===== src/rtl/uart_pkg.sv =====
// Shared definitions for the UART transmit path: frame states, parity modes
// and the default baud divisor width.
package uart_pkg;

    localparam int DIV_W_DEFAULT = 20;

    typedef enum logic [2:0] {
        ST_IDLE,
        ST_START,
        ST_DATA,
        ST_PARITY,
        ST_STOP
    } tx_state_e;

    localparam logic [1:0] PAR_NONE = 2'b00;
    localparam logic [1:0] PAR_EVEN = 2'b01;
    localparam logic [1:0] PAR_ODD  = 2'b10;

endpackage


===== src/rtl/uart_tx_sequencer.sv =====
// UART transmit frame sequencer: accepts bytes on valid/ready, drives the shared
// baud counter and steps tx through start, data, optional parity and stop bits.
module uart_tx_sequencer
    import uart_pkg::*;
#(
    parameter int DATA_BITS = 8,
    parameter int DIV_W     = DIV_W_DEFAULT
) (
    input  logic                 clk,
    input  logic                 rstn,
    input  logic                 in_valid,
    input  logic [DATA_BITS-1:0] in_data,
    output logic                 in_ready,
    input  logic [DIV_W-1:0]     cfg_baud,
    input  logic [1:0]           cfg_parity,
    input  logic                 cfg_stop2,
    input  logic                 baud_tick,
    output logic                 baud_en,
    output logic [DIV_W-1:0]     baud_div,
    output logic                 tx,
    output logic                 busy,
    output logic                 frame_done,
    output logic                 cfg_err
);

    localparam int CNT_W = $clog2(DATA_BITS);

    tx_state_e              state_q, state_d;
    logic [DATA_BITS-1:0]   shift_q, shift_d;
    logic [CNT_W-1:0]       bit_cnt_q, bit_cnt_d;
    logic                   stop_cnt_q, stop_cnt_d;
    logic                   par_en_q, par_en_d;
    logic                   par_bit_q, par_bit_d;
    logic                   stop2_q, stop2_d;
    logic [DIV_W-1:0]       baud_div_q, baud_div_d;
    logic                   baud_en_q, baud_en_d;
    logic                   tx_q, tx_d;
    logic                   busy_q, busy_d;
    logic                   frame_done_q, frame_done_d;

    logic                   idle;
    logic                   accept;
    logic                   tick;
    logic                   last_bit;
    logic                   stop_extend;

    assign idle        = (state_q == ST_IDLE);
    assign in_ready    = idle && (cfg_baud != '0) && rstn;
    assign cfg_err     = idle && (cfg_baud == '0) && rstn;
    assign accept      = in_valid && in_ready;
    // Ticks left over from a previous frame or arriving while disabled are ignored.
    assign tick        = baud_tick && baud_en_q && !idle;
    assign last_bit    = (bit_cnt_q == CNT_W'(DATA_BITS - 1));
    assign stop_extend = stop2_q && (stop_cnt_q == 1'b0);

    always_ff @(posedge clk or negedge rstn) begin
        if (!rstn) begin
            state_q      <= ST_IDLE;
            shift_q      <= '0;
            bit_cnt_q    <= '0;
            stop_cnt_q   <= 1'b0;
            par_en_q     <= 1'b0;
            par_bit_q    <= 1'b0;
            stop2_q      <= 1'b0;
            baud_div_q   <= '0;
            baud_en_q    <= 1'b0;
            tx_q         <= 1'b1;
            busy_q       <= 1'b0;
            frame_done_q <= 1'b0;
        end else begin
            state_q      <= state_d;
            shift_q      <= shift_d;
            bit_cnt_q    <= bit_cnt_d;
            stop_cnt_q   <= stop_cnt_d;
            par_en_q     <= par_en_d;
            par_bit_q    <= par_bit_d;
            stop2_q      <= stop2_d;
            baud_div_q   <= baud_div_d;
            baud_en_q    <= baud_en_d;
            tx_q         <= tx_d;
            busy_q       <= busy_d;
            frame_done_q <= frame_done_d;
        end
    end

    always_comb begin
        state_d = state_q;
        unique case (state_q)
            ST_IDLE:   if (accept) state_d = ST_START;
            ST_START:  if (tick) state_d = ST_DATA;
            ST_DATA:   if (tick && last_bit) state_d = par_en_q ? ST_PARITY : ST_STOP;
            ST_PARITY: if (tick) state_d = ST_STOP;
            ST_STOP:   if (tick && !stop_extend) state_d = ST_IDLE;
            default:   state_d = ST_IDLE;
        endcase
    end

    // The data shift register keeps the bit currently on the line at index 0.
    always_comb begin
        shift_d      = shift_q;
        bit_cnt_d    = bit_cnt_q;
        stop_cnt_d   = stop_cnt_q;
        par_en_d     = par_en_q;
        par_bit_d    = par_bit_q;
        stop2_d      = stop2_q;
        baud_div_d   = baud_div_q;
        baud_en_d    = baud_en_q;
        tx_d         = tx_q;
        busy_d       = busy_q;
        frame_done_d = 1'b0;
        if (idle) begin
            if (accept) begin
                shift_d    = in_data;
                bit_cnt_d  = '0;
                stop_cnt_d = 1'b0;
                par_en_d   = (cfg_parity == PAR_EVEN) || (cfg_parity == PAR_ODD);
                par_bit_d  = (cfg_parity == PAR_ODD) ? ~(^in_data) : (^in_data);
                stop2_d    = cfg_stop2;
                baud_div_d = cfg_baud;
                baud_en_d  = 1'b1;
                tx_d       = 1'b0;
                busy_d     = 1'b1;
            end
        end else if (tick) begin
            unique case (state_q)
                ST_START: begin
                    tx_d      = shift_q[0];
                    bit_cnt_d = '0;
                end
                ST_DATA: begin
                    if (last_bit) begin
                        tx_d       = par_en_q ? par_bit_q : 1'b1;
                        stop_cnt_d = 1'b0;
                    end else begin
                        shift_d   = shift_q >> 1;
                        bit_cnt_d = bit_cnt_q + CNT_W'(1);
                        tx_d      = shift_q[1];
                    end
                end
                ST_PARITY: begin
                    tx_d       = 1'b1;
                    stop_cnt_d = 1'b0;
                end
                ST_STOP: begin
                    tx_d = 1'b1;
                    if (stop_extend) begin
                        stop_cnt_d = 1'b1;
                    end else begin
                        baud_en_d    = 1'b0;
                        busy_d       = 1'b0;
                        frame_done_d = 1'b1;
                    end
                end
                default: ;
            endcase
        end
    end

    assign baud_en    = baud_en_q;
    assign baud_div   = baud_div_q;
    assign tx         = tx_q;
    assign busy       = busy_q;
    assign frame_done = frame_done_q;

endmodule

===== config.mk =====
export PLATFORM = sky130hd
export DESIGN_NAME = uart_tx_sequencer
export DESIGN_NICKNAME = d
export VERILOG_FILES = /design/src/rtl/uart_pkg.sv /design/src/rtl/uart_tx_sequencer.sv
export SDC_FILE = /design/constraint.sdc
export NUM_CORES = 1
export LEC_CHECK = 0
export BUFFER_PORTS_ARGS = -buffer_cell sky130_fd_sc_hd__buf_2
export CAP_MARGIN = 5
export CORE_UTILIZATION = 30
export DETAILED_ROUTE_END_ITERATION = 10
export PLACE_DENSITY_LB_ADDON = 0.08
export SLEW_MARGIN = 20
export SYNTH_ARGS = -nofsm -noshare
export SYNTH_HDL_FRONTEND = slang
export SYNTH_SLANG_ARGS = --single-unit

===== constraint.sdc =====
create_clock -name clk -period 1.9 [get_ports clk]
set_input_delay 0.095 -clock clk [delete_from_list [all_inputs] [get_ports clk]]
set_output_delay 0.095 -clock clk [all_outputs]
set_load 0.02 [all_outputs]

# [Yosys cells after proc, flatten, opt, wreduce, memory -nomap -nowiden]
# Index checks and enable logic that the tools add are counted.
# W data, S select, Z words.
[word_totals] ff_bits=41 latch_bits=0 mem_bits_rw=0 mem_bits_ro=0 in_bits=35 out_inout_bits=26 wordCells=100 n_memories=0
[op_classes] n_addsub=1 n_mul=0 div=0 n_lt_le_gt_ge=0 n_eq_ne=17 shift=0 mux=38 bitwise_logic=2 reduce_logical=31
[op_table] operator="$mux W8" count=5
[op_table] operator="$mux W3" count=10
[op_table] operator="$logic_not A20 Y1" count=1
[op_table] operator="$reduce_bool A20 Y1" count=1
[op_table] operator="$mux W1" count=19
[op_table] operator="$pmux W3 S5" count=1
[op_table] operator="$ne A2 B2 Y1 const B" count=6
[op_table] operator="$reduce_and A4 Y1" count=3
[op_table] operator="$logic_and A1 B1 Y1" count=10
[op_table] operator="$reduce_and A5 Y1" count=2
[op_table] operator="$ne A3 B3 Y1 const B" count=3
[op_table] operator="$reduce_bool A4 Y1" count=2
[op_table] operator="$reduce_xor A8 Y1" count=1
[op_table] operator="$eq A3 B2 Y1 const B" count=2
[op_table] operator="$eq A3 B3 Y1 const B" count=2
[op_table] operator="$pmux W1 S3" count=2
[op_table] operator="$pmux W3 S2" count=1
[op_table] operator="$reduce_bool A2 Y1" count=3
[op_table] operator="$add A3 B1 Y3 const B" count=1
[op_table] operator="$eq A3 B1 Y1 const B" count=1
[op_table] operator="$logic_not A3 Y1" count=1
[op_table] operator="$reduce_and A3 Y1" count=1
[op_table] operator="$reduce_bool A3 Y1" count=1
[op_table] operator="$eq A2 B1 Y1 const B" count=1
[op_table] operator="other kinds (7)" count=9

# [Depth between registers and ports, before layout]
[logic_depth] word_depth=6 ltp_mapped=7

# [Worst setup path after synthesis]
# Ideal clock, no wire load.
[synth_timing] kind="register -> register" start="reg busy (netlist name)" end="reg shift_q[0]" setup_time_ns=0.125 arrival_ns=1.628 required_time_ns=1.775 setup_slack_ns=0.147 path_stages_with_launch=5 cell_sequence="dfrtp_1 -> nand2_1 -> or2_2 -> a21oi_4 -> mux2_4"
[synth_rtl] element="to (signal assigned)" line="uart_tx_sequencer.sv:72" rtl="shift_q <= shift_d;"
[synth_rtl] element="to (decl)" line="uart_tx_sequencer.sv:29" rtl="logic [DATA_BITS-1:0] shift_q, shift_d;"

# [Final worst setup path]
[layout_timing] start="reg state_q[2]" end="reg shift_q[4]"
[layout_via] elab_chain_cells=6 word_cells_on_any_way=13 classes_between="3 x eq/ne; 1 x mux; 9 x reduce/logical"
[layout_lines] element="from (decl)" line="uart_tx_sequencer.sv:28" rtl="tx_state_e state_q, state_d;"
[layout_lines] element="from (signal assigned)" line="uart_tx_sequencer.sv:71" rtl="state_q <= state_d;"
[layout_lines] element="$logic_not A3 Y1" line="uart_tx_sequencer.sv:47" rtl="assign idle = (state_q == ST_IDLE);"
[layout_lines] element="$logic_and A1 B1 Y1 (2 in series)" line="uart_tx_sequencer.sv:48" rtl="assign in_ready = idle && (cfg_baud != '0) && rstn;"
[layout_lines] element="$logic_and A1 B1 Y1" line="uart_tx_sequencer.sv:50" rtl="assign accept = in_valid && in_ready;"
[layout_lines] element="$ne A2 B1 Y1 (no line)"
[layout_lines] element="$reduce_and A4 Y1 (no line)"
# Parallel ways exist; a longest one is shown, timed or not.
# A chain may end at the register's enable or synchronous reset.

==> metrics.cfg <==
[logic_synthesis]
synthDistinctLibCells = 41
synthMuxAreaShare_pct = 8.779
avgSynthCellArea_um2 = 9.815
synth-compound-area-share_pct = 12.21
ys_async_sr_fraction_pct = 100.0
synth_fa_ha_area_share_pct = 1.804
synth-seq-area-share_pct = 49.37
synth.largest_area_cell = dfrtp_1
ys_seq_elements = 41
syn_area_mm2 = 0.002081
synth_nets = 250
synth_top_family_by_area = simple AND/OR/NAND/NOR gates
synth_warnings = 0
synth_simple_gate_area_share_pct = 19.78
yosys-top-cells-area = dfrtp_1, nand2_1, mux2_4
synth_xor_area_share_pct = 3.367
synth_edf_count = 0
postSynthCellCount = 212
synth_ff_type = dfrtp_1
yosysTopAreaCellShare_pct = 48.11

[worst_setup_path]
start_kind = flip-flop
arrival_ns = 1.98
path_delay_family = flip-flops
slowest_delay_ns = 0.48
cp.required_ns = 2.08
path_class = reg2reg
cp.buffers_inverters = 2
critPathCaptureType = flip-flop
path_cells = nor3_2, buf_4, or2_2, a21oi_4, buf_12, mux2_4
crit_slowest_cell = dfrtp_1
rrSetupSlack_ns = 0.1
critPathMaxFanout = 7

[layout]
diodes = 0
fill_cells = 675
final_nets = 321
design_area_mm2 = 0.002651
layout.cells.non_filler = 360
final_cell_mix = nand2_1, buf_2, dfrtp_1
area_growth_pct = 27.42
utilization_pct = 40.59
drive_gt1_share_pct = 35.69
final_common_cell = nand2_1

[timing]
worst_slew_pin_slew_ns = 0.4142
fmax_mhz = 554.8
skew_ns = 0.007745
finalSetupTns_ns = 0
drv_slew = 0
fin_crit_sh_pct = 94.87
rsz0062_at_grt = false
hold_viol = 0
setup_viol = 0
slew_headroom_pct = 72.02
min_period_ns = 1.802

[grt]
grt_pass1_wl_um = 7886
grt_max_degree = 30
grt_usage_pct = 14.19
antenna_found_initial = 0
grt_pass1_vias = 1621
grt_overflow = 0

[flow_run]
cap_violations = 0

[routing]
post_drt_wl_per_cell_um = 13.38
first_iter_violations = 83
vias = 1726
final_antenna_net_count = 0
viasPerCell = 4.794
routed_wl_um = 4817
dr.pass1.iters = 4
drc = 0

[place]
dpl.cell_count = 350
dpl.hpwl_um = 3615
io_buffers = 60
finalWeightedCongestion = 0.8407
placed_area_mm2 = 0.002514

[floorplanning]
io-pin-count = 61
fp.dieW_um = 85.28
dieHeight_um = 85.28
core-area_mm2 = 0.006531
core.rowCount = 29
start_util_pct = 31.86
die_area_mm2 = 0.007273

[clock_network]
cts_sinks = 41
cts_tree = built
clockRootBuffer = clkbuf_8
clk_latency_ns = 0.29
clockBufferDepth = 2
numCtsBuffers = 5
clk_pin_slew_ns = 0.08
h-tree-depth = 2

[pwr]
leakage_uw = 0.001404
p_per_area_mw_per_mm2 = 625.0
ir_worst_vdd_uv = 223.3

[worst_hold_path]
hold_class = in2reg

[outcome]
status = completed

==> per-layer routing <==
metal	global-route usage (%)	share of wire [%]	vias up
met2	22.29	45	58
met3	4.086	6.1	7
li1	-	-	854
met4	5.000	1.5	0
met1	18.71	48	807
met5	0	0	-
==> worst min-delay path, delay by kind of cell <==
family	cells	cell delay, ns
buffers and inverters	1	0.09
AND/OR/NAND/NOR	2	0.09
==> synth_stat cells (4+ instances only) <==
master,instances
buf_6,4
dfrtp_1,40
inv_1,5
mux2_2,6
mux2_4,7
nand2_1,74
nor2_1,11
nor4_1,4
o21ai_0,9
xnor2_1,7
==> flip-flops by register name (all words and copies together) (netlist names) <==
| name | count |
|---|---|
| frame_done | 1 |
| shift_q | 8 |
| baud_div | 20 |
| tx | 1 |
| par_bit_q | 1 |
| stop2_q | 1 |
| bit_cnt_q | 3 |
| busy | 1 |
| state_q | 3 |
| par_en_q | 1 |
| stop_cnt_q | 1 |
==> logic make-up (layout without fill, tap and decap cells) <==
family	Yosys count	in the layout
AO/OA/AOI/OAI	31	31
XOR/XNOR	8	8
adder cells (fa/ha/maj)	3	3
buffers and inverters	16	87
flip-flops	41	41
multiplexers	14	14
AND/OR/NAND/NOR	99	99
==> final cells by class <==
type / instances / area, um^2 / share of cell area, %
well taps: 77 / 96.34 / 3.634
multi-input cells: 155 / 959.7 / 36.20
clock inverters: 2 / 35.03 / 1.321
clock buffers: 5 / 68.82 / 2.596
inverters: 5 / 18.77 / 0.7079
flip-flops and latches: 41 / 1027 / 38.74
repair buffers: 75 / 445.4 / 16.80
==> power by group <==
| part | internal (uW) | switching [uW] |
|---|---|---|
| combinational | 55.6 | 57.2 |
| sequential | 872 | 0 |
| clock | 382 | 290 |
==> what timing repair did <==
action / 4_1_cts / 5_1_grt
setup buffers: 0 / 0
setup endpoints to repair: 0 / 2
hold buffers: 3 / 0
resized for setup: 0 / 2
hold endpoints to repair: 42 / 0
==> stage by stage <==
stage / hold slack, ns / setup slack (ns) / total power [uW]
after floorplan: -0.2006 / 0.1465 / 924.8
after global placement: 0.1475 / 0.06860 / 999.9
after detailed placement: 0.1483 / 0.07317 / 999.9
after CTS: 0.002129 / 0.05510 / 1698
after global routing: 0.01628 / 0.05062 / 1746
final: 0.01153 / 0.09756 / 1657
==> path summary, 6_finish.rpt <==
kind | from | end | cells past startpoint
worst max-delay path | state_q[2]$_DFFE_PN0P_ | shift_q[4]$_DFFE_PN0P_ | 6
worst min-delay path | cfg_baud[2] | baud_div[2]$_DFFE_PN0P_ | 3
worst max register to register | state_q[2]$_DFFE_PN0P_ | shift_q[4]$_DFFE_PN0P_ | 6
worst min register to register | baud_div[2]$_DFFE_PN0P_ | baud_div[2]$_DFFE_PN0P_ | 2
max in group asynchronous | rstn | tx$_DFFE_PN1P_ | 3
min in group asynchronous | rstn | baud_div[18]$_DFFE_PN0P_ | 3
Power figures use the tool's default switching activity.
